===== config.mk =====
export PLATFORM = sky130hd
export DESIGN_NAME = lampfpu_log_postnorm
export DESIGN_NICKNAME = d
export VERILOG_FILES = /design/src/rtl/lampfpu_log_postnorm.sv
export SDC_FILE = /design/constraint.sdc
export NUM_CORES = 1
export LEC_CHECK = 0
export ABC_CLOCK_PERIOD_IN_PS = 1400
export BUFFER_PORTS_ARGS = -buffer_cell sky130_fd_sc_hd__buf_2
export CORE_UTILIZATION = 40
export CTS_CLUSTER_SIZE = 24
export DETAILED_ROUTE_END_ITERATION = 7
export PLACE_DENSITY = 0.69
export SYNTH_ARGS = -nofsm -noshare
export SYNTH_HDL_FRONTEND = slang
export SYNTH_SLANG_ARGS = --single-unit

===== constraint.sdc =====
create_clock -name clk -period 1.4 [get_ports clk]
set_input_delay 0.14 -clock clk [delete_from_list [all_inputs] [get_ports clk]]
set_output_delay 0.14 -clock clk [all_outputs]
set_load 0.01 [all_outputs]

===== src/rtl/lampfpu_log_postnorm.sv =====
// Post-normalisation stage of the LAMP FPU log unit: round-to-nearest-even, saturation and
// bfloat16 packing into a small output FIFO. Define LAMP_LOG_POSTNORM_STATS_EN for an inexact counter.
module lampfpu_log_postnorm #(
  parameter int FIFO_DEPTH = 2,
  parameter int GRS_DW     = 3
) (
  input  logic                clk,
  input  logic                rst,
  input  logic                valid_i,
  input  logic                s_res_i,
  input  logic [7:0]          e_res_i,
  input  logic [7+GRS_DW-1:0] f_res_i,
  input  logic                isOverflow_i,
  input  logic                isUnderflow_i,
  input  logic                isToRound_i,
  output logic                ready_o,
  output logic                valid_o,
  input  logic                ready_i,
  output logic [15:0]         result_o,
  output logic                overflow_o,
  output logic                underflow_o,
  output logic                inexact_o,
  output logic                drop_err_o
`ifdef LAMP_LOG_POSTNORM_STATS_EN
  ,
  output logic [15:0]         inexact_cnt_o
`endif
);

  localparam int E_DW  = 8;
  localparam int F_DW  = 7;
  localparam int FR_DW = F_DW + GRS_DW;
  localparam int ENT_W = 1 + E_DW + F_DW + 3;
  localparam int PTR_W = (FIFO_DEPTH > 1) ? $clog2(FIFO_DEPTH) : 1;
  localparam int CNT_W = PTR_W + 1;
  localparam logic [CNT_W-1:0] DEPTH_C = CNT_W'(FIFO_DEPTH);

  // ---------------- rounding ----------------
  logic [F_DW-1:0] frac;
  logic            lsb, g_bit, r_bit, s_bit, up, grs;
  logic [F_DW:0]   sum;
  logic [E_DW:0]   e_sum;
  logic [E_DW-1:0] e_rnd;
  logic [F_DW-1:0] f_rnd;
  logic            ovf_rnd;

  always_comb begin
    frac    = f_res_i[FR_DW-1:GRS_DW];
    lsb     = f_res_i[GRS_DW];
    g_bit   = f_res_i[GRS_DW-1];
    r_bit   = f_res_i[GRS_DW-2];
    s_bit   = |f_res_i[GRS_DW-3:0];
    up      = g_bit & (r_bit | s_bit | lsb);
    sum     = {1'b0, frac} + {{F_DW{1'b0}}, up};
    e_sum   = {1'b0, e_res_i} + {{E_DW{1'b0}}, sum[F_DW]};
    e_rnd   = e_sum[E_DW-1:0];
    f_rnd   = sum[F_DW] ? '0 : sum[F_DW-1:0];
    // A carry out of 8'hFE, or an incoming 8'hFF, both land on the Inf encoding.
    ovf_rnd = e_sum[E_DW] | (&e_sum[E_DW-1:0]);
    grs     = g_bit | r_bit | s_bit;
  end

  logic [15:0] ent_res;
  logic        ent_ovf, ent_unf, ent_inx;

  always_comb begin
    ent_res = {s_res_i, e_rnd, f_rnd};
    ent_ovf = 1'b0;
    ent_unf = 1'b0;
    ent_inx = grs;
    if (!isToRound_i) begin
      ent_res = {s_res_i, e_res_i, frac};
      ent_inx = 1'b0;
    end else if (isOverflow_i) begin
      ent_res = {s_res_i, 8'hFF, 7'h00};
      ent_ovf = 1'b1;
      ent_inx = 1'b1;
    end else if (isUnderflow_i) begin
      ent_res = {s_res_i, 8'h00, 7'h00};
      ent_unf = 1'b1;
      ent_inx = 1'b1;
    end else if (ovf_rnd) begin
      ent_res = {s_res_i, 8'hFF, 7'h00};
      ent_ovf = 1'b1;
    end else if (e_rnd == '0 && f_rnd != '0) begin
      // No denormal output: flush to signed zero.
      ent_res = {s_res_i, 8'h00, 7'h00};
      ent_unf = 1'b1;
      ent_inx = 1'b1;
    end
  end

  // ---------------- output FIFO ----------------
  // Handshake: input is accepted when valid_i && ready_o at a rising edge (otherwise dropped);
  // the head is consumed when valid_o && ready_i at a rising edge. Outputs come only from registers.
  logic [ENT_W-1:0] mem_q [FIFO_DEPTH];
  logic [PTR_W-1:0] wr_ptr_q, wr_ptr_d, rd_ptr_q, rd_ptr_d;
  logic [CNT_W-1:0] count_q, count_d;
  logic             drop_err_q, drop_err_d;
  logic             push, pop;
  logic [ENT_W-1:0] head;

  assign ready_o = (count_q < DEPTH_C);
  assign valid_o = (count_q != '0);
  assign push    = valid_i & ready_o;
  assign pop     = valid_o & ready_i;

  always_comb begin
    wr_ptr_d   = wr_ptr_q + PTR_W'(push);
    rd_ptr_d   = rd_ptr_q + PTR_W'(pop);
    count_d    = count_q + CNT_W'(push) - CNT_W'(pop);
    drop_err_d = drop_err_q | (valid_i & ~ready_o);
  end

  always_ff @(posedge clk or posedge rst) begin
    if (rst) begin
      wr_ptr_q   <= '0;
      rd_ptr_q   <= '0;
      count_q    <= '0;
      drop_err_q <= 1'b0;
    end else begin
      wr_ptr_q   <= wr_ptr_d;
      rd_ptr_q   <= rd_ptr_d;
      count_q    <= count_d;
      drop_err_q <= drop_err_d;
    end
  end

  always_ff @(posedge clk) begin
    if (push) mem_q[wr_ptr_q] <= {ent_res, ent_ovf, ent_unf, ent_inx};
  end

  // Gating with valid_o keeps stale storage off the bus after reset or drain.
  assign head        = valid_o ? mem_q[rd_ptr_q] : '0;
  assign result_o    = head[ENT_W-1:3];
  assign overflow_o  = head[2];
  assign underflow_o = head[1];
  assign inexact_o   = head[0];
  assign drop_err_o  = drop_err_q;

`ifdef LAMP_LOG_POSTNORM_STATS_EN
  logic [15:0] inexact_cnt_q, inexact_cnt_d;

  always_comb begin
    inexact_cnt_d = inexact_cnt_q;
    if (push && ent_inx && inexact_cnt_q != 16'hFFFF) inexact_cnt_d = inexact_cnt_q + 16'd1;
  end

  always_ff @(posedge clk or posedge rst) begin
    if (rst) inexact_cnt_q <= '0;
    else     inexact_cnt_q <= inexact_cnt_d;
  end

  assign inexact_cnt_o = inexact_cnt_q;
`endif

endmodule


==> run metrics, run 1 <==
initial antenna violation count 0; status finished, violations left; Final Cycle Share 176%; vias in the first global route 2156; Critical-path top delay cell or4_4; number of synthesized flops with an enable pin 38; # H-tree levels 2; Slew Viols, Final 0; Fmax 0.406 GHz; Met2 Wirelength 3650 um; Worst-Skew Late Latency 0.28 ns; hold path depth 1; Worst Setup End Kind flip-flop; Die Area 0.00666 mm^2; first-pass GRT wire length 9920 um; Setup Skew 0.00244 ns; worst hold start s_res_i; post-synthesis cell type count 53; met1 WL 2750 um; Reg power frac 31.9%; Post-DRT Antenna Nets 0; Sw Ratio 33.4%; Starting Density 42.1%; Post-Syn Nets 267; prevailing post-synth register cell edfxtp_1; met3 WL post-DR 283 um; largest net degree at the start of global routing 21; Post-Layout Cell Count 427; DR pass1 iterations 4; Gate Count Post-Synth 234; highest cell delay on the worst timing path 0.53 ns; Slew headroom 49.0%; DR vias/cell 5.37; share of the synthesized area in the top cell type 45.0%; DP Area 0.00327 mm^2; peak supply drop 1670 uV; worst endpoint data arrival time 2.49 ns; Least-Margin Pin Slew 0.757 ns; hold path endpoint mem_q[1][18]; final hold violations 0; failing checks setup timing; Pleak 1.66 nW; flops & latches, synth 43; r2r endpoint count_q[1]; Mapped Area 0.00253 mm^2; area grow syn2layout 56.7%; Top Layer Used met4; CTS tree built; Min Hold Slack 0.0389 ns; nets 385; internal power 3.87 mW; clock power share 15.4%; synth warn 0; Crit path required time 1.43 ns; post-route minimum period 2.46 ns; port bufs 47; share of layout cells above drive strength 1 55.4%; Residual DRC 0; Setup-failing EPs final 57; Gate power share 52.7%; area of the multi-input gates 0.00145 mm^2; Routed wire per std cell 16.0 um; depth of the worst register-to-register path 7; drt initial violations 78; Post-Place Cells 390; WL final 6840 um; crit path max fanout 5; io pins 48; FFs w/ async S/R, synth 11.6%; top cells by area, synth edfxtp_1, mux2i_1, nor2_1; kind of critical path in2reg; Final Util 65.9%; setup ws final -1.06 ns; antenna cells 0; critical path launch point type input pin; grt ovf 0; Post-Syn Area per Cell 10.8 um^2; Die Ht 81.6 um; HP Class in2reg; sequential cell area 0.00127 mm^2; final instance area 0.00397 mm^2; Detailed Place HPWL 4240 um; Tot GR Track Use 20.1%; Placer Congestion 0.997; row cnt 28; P per Cell Area 1460 mW/mm^2; max-cap violation count 0; Num CTS Buffers 5; worst r2r src count_q[0]; core area 0.00603 mm^2; clock root buffer clkbuf_8; Net Sw Power 1.94 mW; fillers 441; Vias 2291; Die Wd 81.6 um; register clock-pin slew on the reported worst setup and hold paths 0.07 ns; clock sinks 43; most frequent cell on the critical path buf_6; RSZ-0062 raised after global routing true; Overall Power 5.81 mW; Cell Chain, Critical Path buf_6 -> and3_4 -> and4_4 -> nand3_2 -> inv_2 -> ha_4 -> nand3_4 -> or4_4 -> a2111oi_4 -> o211ai_4 -> o22ai_4 -> buf_6 -> nor3_2; post-synthesis sequential area ratio 50.0%; CTS Buffer Depth 2; R2R Setup Slk -0.13 ns; area leader, netlist edfxtp_1
[per-stage QoR]
stage | setup TNS, ns | setup WS [ns]
floorplan | -39.22 | -1.23
global placement | -41.81 | -1.30
detailed placement | -43.62 | -1.35
CTS | -32.69 | -0.959
global route | -39.64 | -1.12
finish | -35.41 | -1.06
[registers in the layout (all words and copies together) (netlist names)]
signal and count:
count_q 2, drop_err_o 1, mem_q 38, rd_ptr_q 1
wr_ptr_q 1
[worst max-delay path: cells and delay by family]
kind	cells	cell delay, ns
simple gates	6	1.08
compound gates	3	0.85
buf+inv	3	0.29
fa+ha+maj	1	0.14
[worst max path at each step]
stage                     slack, ns           end        from  depth (start not counted)
after floorplan               -1.23  mem_q[0][10]  f_res_i[3]                         12
after global placement        -1.30  mem_q[0][12]  f_res_i[3]                         12
after detailed placement      -1.35  mem_q[1][10]  f_res_i[3]                         12
after CTS                     -0.96  mem_q[1][11]  f_res_i[3]                         12
after global routing          -1.12  mem_q[0][14]  f_res_i[4]                         13
final                         -1.06  mem_q[1][14]  f_res_i[4]                         13
[cells by family after synthesis]
| kind of cell | share of synthesized area [%] |
|---|---|
| AND/OR/NAND/NOR | 15.6 |
| AO/OA/AOI/OAI | 14.7 |
| flip-flops | 50.0 |
| buffers and inverters | 5.23 |
| multiplexers | 8.29 |
| XOR/XNOR | 2.76 |
| adder cells (fa/ha/maj) | 3.45 |
[power groups by stage]
stage / Sequential (mW) / Clock [mW] / Combinational, mW
after floorplan: 1.80 / 0 / 1.18
after global placement: 1.81 / 0 / 1.97
after detailed placement: 1.83 / 0 / 2.01
after CTS: 1.83 / 0.913 / 2.29
after global routing: 1.88 / 0.964 / 3.30
final: 1.85 / 0.894 / 3.06
[layout make-up]
cell class	instances	share of cell area [%]
inverters	16	1.58
well taps	75	2.36
repair buffers	125	25.0
multi-input cells	161	36.4
clock inverters	2	0.945
clock buffers	5	1.73
flip-flops and latches	43	31.9
[per-layer routing]
layer | vias up | GRT usage [%]
met5 | - | 0
met4 | 0 | 8.95
met3 | 12 | 2.33
met2 | 81 | 36.4
met1 | 1095 | 23.9
li1 | 1103 | -
[Yosys cell counts (all sizes together) (3+ instances only)]
cell and n:
inv 16, nand3 11, a31oi 4, o22ai 5, ha 7, and3 3
dfrtp 5, nand4 4, nand2 10, nor2 36, a21oi 3, clkbuf 11
edfxtp 38, buf 4, o21ai 10, a211oi 3, xnor2 6, mux2i 21
[cells in the final DEF (no fill, tap or decap), types with 3 or more instances in the layout]
| master | netlist | final |
|---|---|---|
| edfxtp_1 | 38 | 38 |
| nor2_4 | 0 | 7 |
| nor2_1 | 35 | 23 |
| buf_6 | 1 | 17 |
| mux2i_4 | 0 | 3 |
| nand3_1 | 10 | 5 |
| a31oi_1 | 3 | 3 |
| clkbuf_8 | 0 | 5 |
| mux2i_1 | 21 | 14 |
| nand4_1 | 4 | 4 |
| nor2_2 | 1 | 6 |
| nand3_2 | 0 | 5 |
| dfrtp_1 | 5 | 4 |
| xnor2_2 | 0 | 3 |
| nand2_1 | 9 | 7 |
| buf_4 | 2 | 61 |
| buf_2 | 1 | 39 |
| o21ai_0 | 10 | 7 |
| ha_4 | 0 | 3 |
| buf_12 | 0 | 3 |
| o22ai_1 | 4 | 4 |
| mux2i_2 | 0 | 4 |
| inv_1 | 16 | 14 |
[timing repair]
action | 4_1_cts | 5_1_grt
pin swaps | 14 | 27
endpoints found under the hold margin | 5 | 0
buffers inserted | 12 | 13
setup endpoints to repair | 57 | 57
gates cloned | 3 | 4
hold buffers | 1 | 0
gates resized for setup | 26 | 56
(Power assumes the default switching activity.)
==> run 2: changes to the inputs <==
- ABC_AREA: not set -> 1
- ABC_CLOCK_PERIOD_IN_PS: 1400 -> 2500
- CELL_PAD_IN_SITES_DETAIL_PLACEMENT: not set -> 1
- CELL_PAD_IN_SITES_GLOBAL_PLACEMENT: not set -> 1
- PLACE_DENSITY: 0.69 -> 0.84
- clock period: 1.4 -> 2.5 ns (I/O delays scaled with it)
==> run 2 against run 1 <==
Largest power group unchanged; sequential share of layout area increased by 11 points; flip-flop and latch count unchanged; sequential power shrank 46%; worst hold slack improved by 0.10 ns; routed wire length is 11% lower; via count fell by 3.1%; setup slack gained 1.3 ns; critical path type unchanged; synthesized area grew 0.74%; clock skew increased by 0.0018 ns; critical path depth is 5 higher; cell count increased by 2.1%; global-route usage fell by 0.21 points; the run now ends clean.
==> run metrics, run 2 <==
HP Class in2reg; Reg with most FFs mem_q; clock root buffer clkbuf_8; grt ovf 0; commonest cells after routing, fill and taps aside nand2_1, buf_2, inv_1, edfxtp_1, a21oi_1; Post-DRT Antenna Nets 0; Final Cycle Share 89.0%; CTS Buffer Depth 2; Post-Syn Area per Cell 8.29 um^2; Vias 2219; nets 393; Post-Place Cells 427; Pleak 1.38 nW; vias in the first global route 2126; Slew Viols, Final 0; kind of critical path in2reg; crit path max fanout 6; core area 0.00603 mm^2; most instantiated library cell after synthesis nand2_1; max-cap violation count 0; Placer Congestion 0.872; final hold violations 0; number of flip-flops in the largest register 38; antenna cells 0; Starting Density 42.4%; Die Area 0.00671 mm^2; Setup Skew 0.00426 ns; pre-CTS WS -0.0768 ns; most common cell after layout, fill and taps aside nand2_1; largest net degree at the start of global routing 21; Post-Layout Cell Count 436; initial antenna violation count 0; post-synthesis sequential area ratio 49.6%; share of the synthesized area in the top cell type 44.7%; FFs w/ async S/R, synth 11.6%; status finished clean; drt initial violations 58; Mapped Area 0.00255 mm^2; post-route minimum period 2.23 ns; critical path launch point type input pin; WL final 6100 um; Least-Margin Pin Slew 0.558 ns; DR pass1 iterations 4; post-synthesis cell type count 31; P per Cell Area 820 mW/mm^2; most instantiated cells after synthesis nand2_1, inv_1, edfxtp_1, a21oi_1, nor2_1; RSZ-0062 raised after global routing false; Num CTS Buffers 5; Critical-path top delay cell ha_1; first-pass GRT wire length 10000 um; area leader, netlist edfxtp_1; Crit path max-delay family simple AND/OR/NAND/NOR gates; Residual DRC 0; Fmax 0.449 GHz; Detailed Place HPWL 4790 um; Post-Syn Nets 341; Setup-failing EPs final 0; Tot GR Track Use 19.9%; Worst Path Buf+Inv 3; prevailing post-synth register cell edfxtp_1; Gate Count Post-Synth 308; Crit path required time 2.54 ns; Worst-Skew Late Latency 0.30 ns; Routed wire per std cell 14.0 um; Die Wd 81.9 um; clock sinks 43; share of layout cells above drive strength 1 22.2%; Min Hold Slack 0.142 ns; CTS tree built; most frequent cell on the critical path nand2_1; port bufs 47; Regs by FF count mem_q: 38 flops, count_q: 2 flops; highest cell delay on the worst timing path 0.27 ns; # H-tree levels 2; number of synthesized flops with an enable pin 38; worst endpoint data arrival time 2.26 ns; register clock-pin slew on the reported worst setup and hold paths 0.07 ns; row cnt 28; synth warn 0; setup ws final 0.274 ns; DR vias/cell 5.09; Cell Chain, Critical Path buf_2 -> nand2_1 -> nor2_4 -> nand2_2 -> inv_1 -> ha_1 -> ha_1 -> inv_1 -> nand2_1 -> nand2_1 -> nor2_1 -> nand3_1 -> nor2_1 -> nand2_1 -> nor2_4 -> nor2_2 -> nand3b_1 -> nand2_1; peak supply drop 595 uV; Die Ht 81.9 um; Worst Setup End Kind flip-flop; Slew headroom 62.5%; io pins 48; top cells by area, synth edfxtp_1, nand2_1, inv_1; area grow syn2layout 16.2%; flops & latches, synth 43
run 2: repair_timing:
action / CTS / global route
hold buffers: 1 / 0
resized for setup: 0 / 0
hold endpoints to repair: 5 / 0
buffers inserted: 0 / 0
run 2: through the flow:
step	setup TNS [ns]	area [um^2]	power, mW	utilization [%]
4_1_cts	0	2970	2.47	49.3
3_3_place_gp	0	2870	2.00	47.7
5_1_grt	0	2970	2.61	49.3
6_report	0	2970	2.43	49.3
3_5_place_dp	-0.537	2870	2.06	47.7
2_1_floorplan	0	2550	1.63	-
run 2: layer usage:
metal,vias up,share of wire (%),GRT usage (%)
li1,1099,-,-
met1,1065,43,24.5
met2,47,52,35.3
met3,8,3.4,3.00
met4,0,1.7,6.67
met5,-,0,0
run 2: power by group:
group	switching, mW	total (mW)	internal (mW)	leakage (nW)
Sequential	0.0474	1.00	0.956	0.404
Combinational	0.655	1.01	0.357	0.938
Clock	0.230	0.419	0.189	0.0392
run 2: cell families after synthesis:
kind of cell    Yosys count  share of synthesized area, %
fa+ha+maj                 7                          3.43
compound gates           40                          8.52
flops                    43                          49.6
buf+inv                  52                          8.43
xor+xnor                  3                          1.03
simple gates            163                          29.0
run 2: area by class of cell:
cell class | count | area [um^2]
fill | 771 | 3060
sequential | 43 | 1270
multi-input combinational | 213 | 1070
timing repair buffer | 54 | 290
inverter | 43 | 161
tap | 75 | 93.8
clock buffer | 5 | 68.8
clock inverter | 3 | 15.0
run 2: worst reg2reg max path, cell delays in order, from the launching register on:
cell and delay [ns]:
dfrtp_1 0.40, nor2_1 0.22, inv_1 0.07, ha_1 0.27, inv_1 0.04, ha_1 0.18, xnor2_1 0.17, xor2_1 0.20
run 2: path summary, 6_finish.rpt:
check                      startpoint            to  slack (ns)  cells after the start
max in group asynchronous         rst    count_q[1]        1.94                      3
setup / recovery           f_res_i[3]   mem_q[0][8]        0.27                     18
hold / removal                s_res_i  mem_q[1][18]        0.14                      1
setup reg to reg           count_q[1]    count_q[1]        0.86                      7
min in group asynchronous         rst    count_q[0]        0.39                      3
hold reg to reg            drop_err_o    drop_err_o        0.48                      1
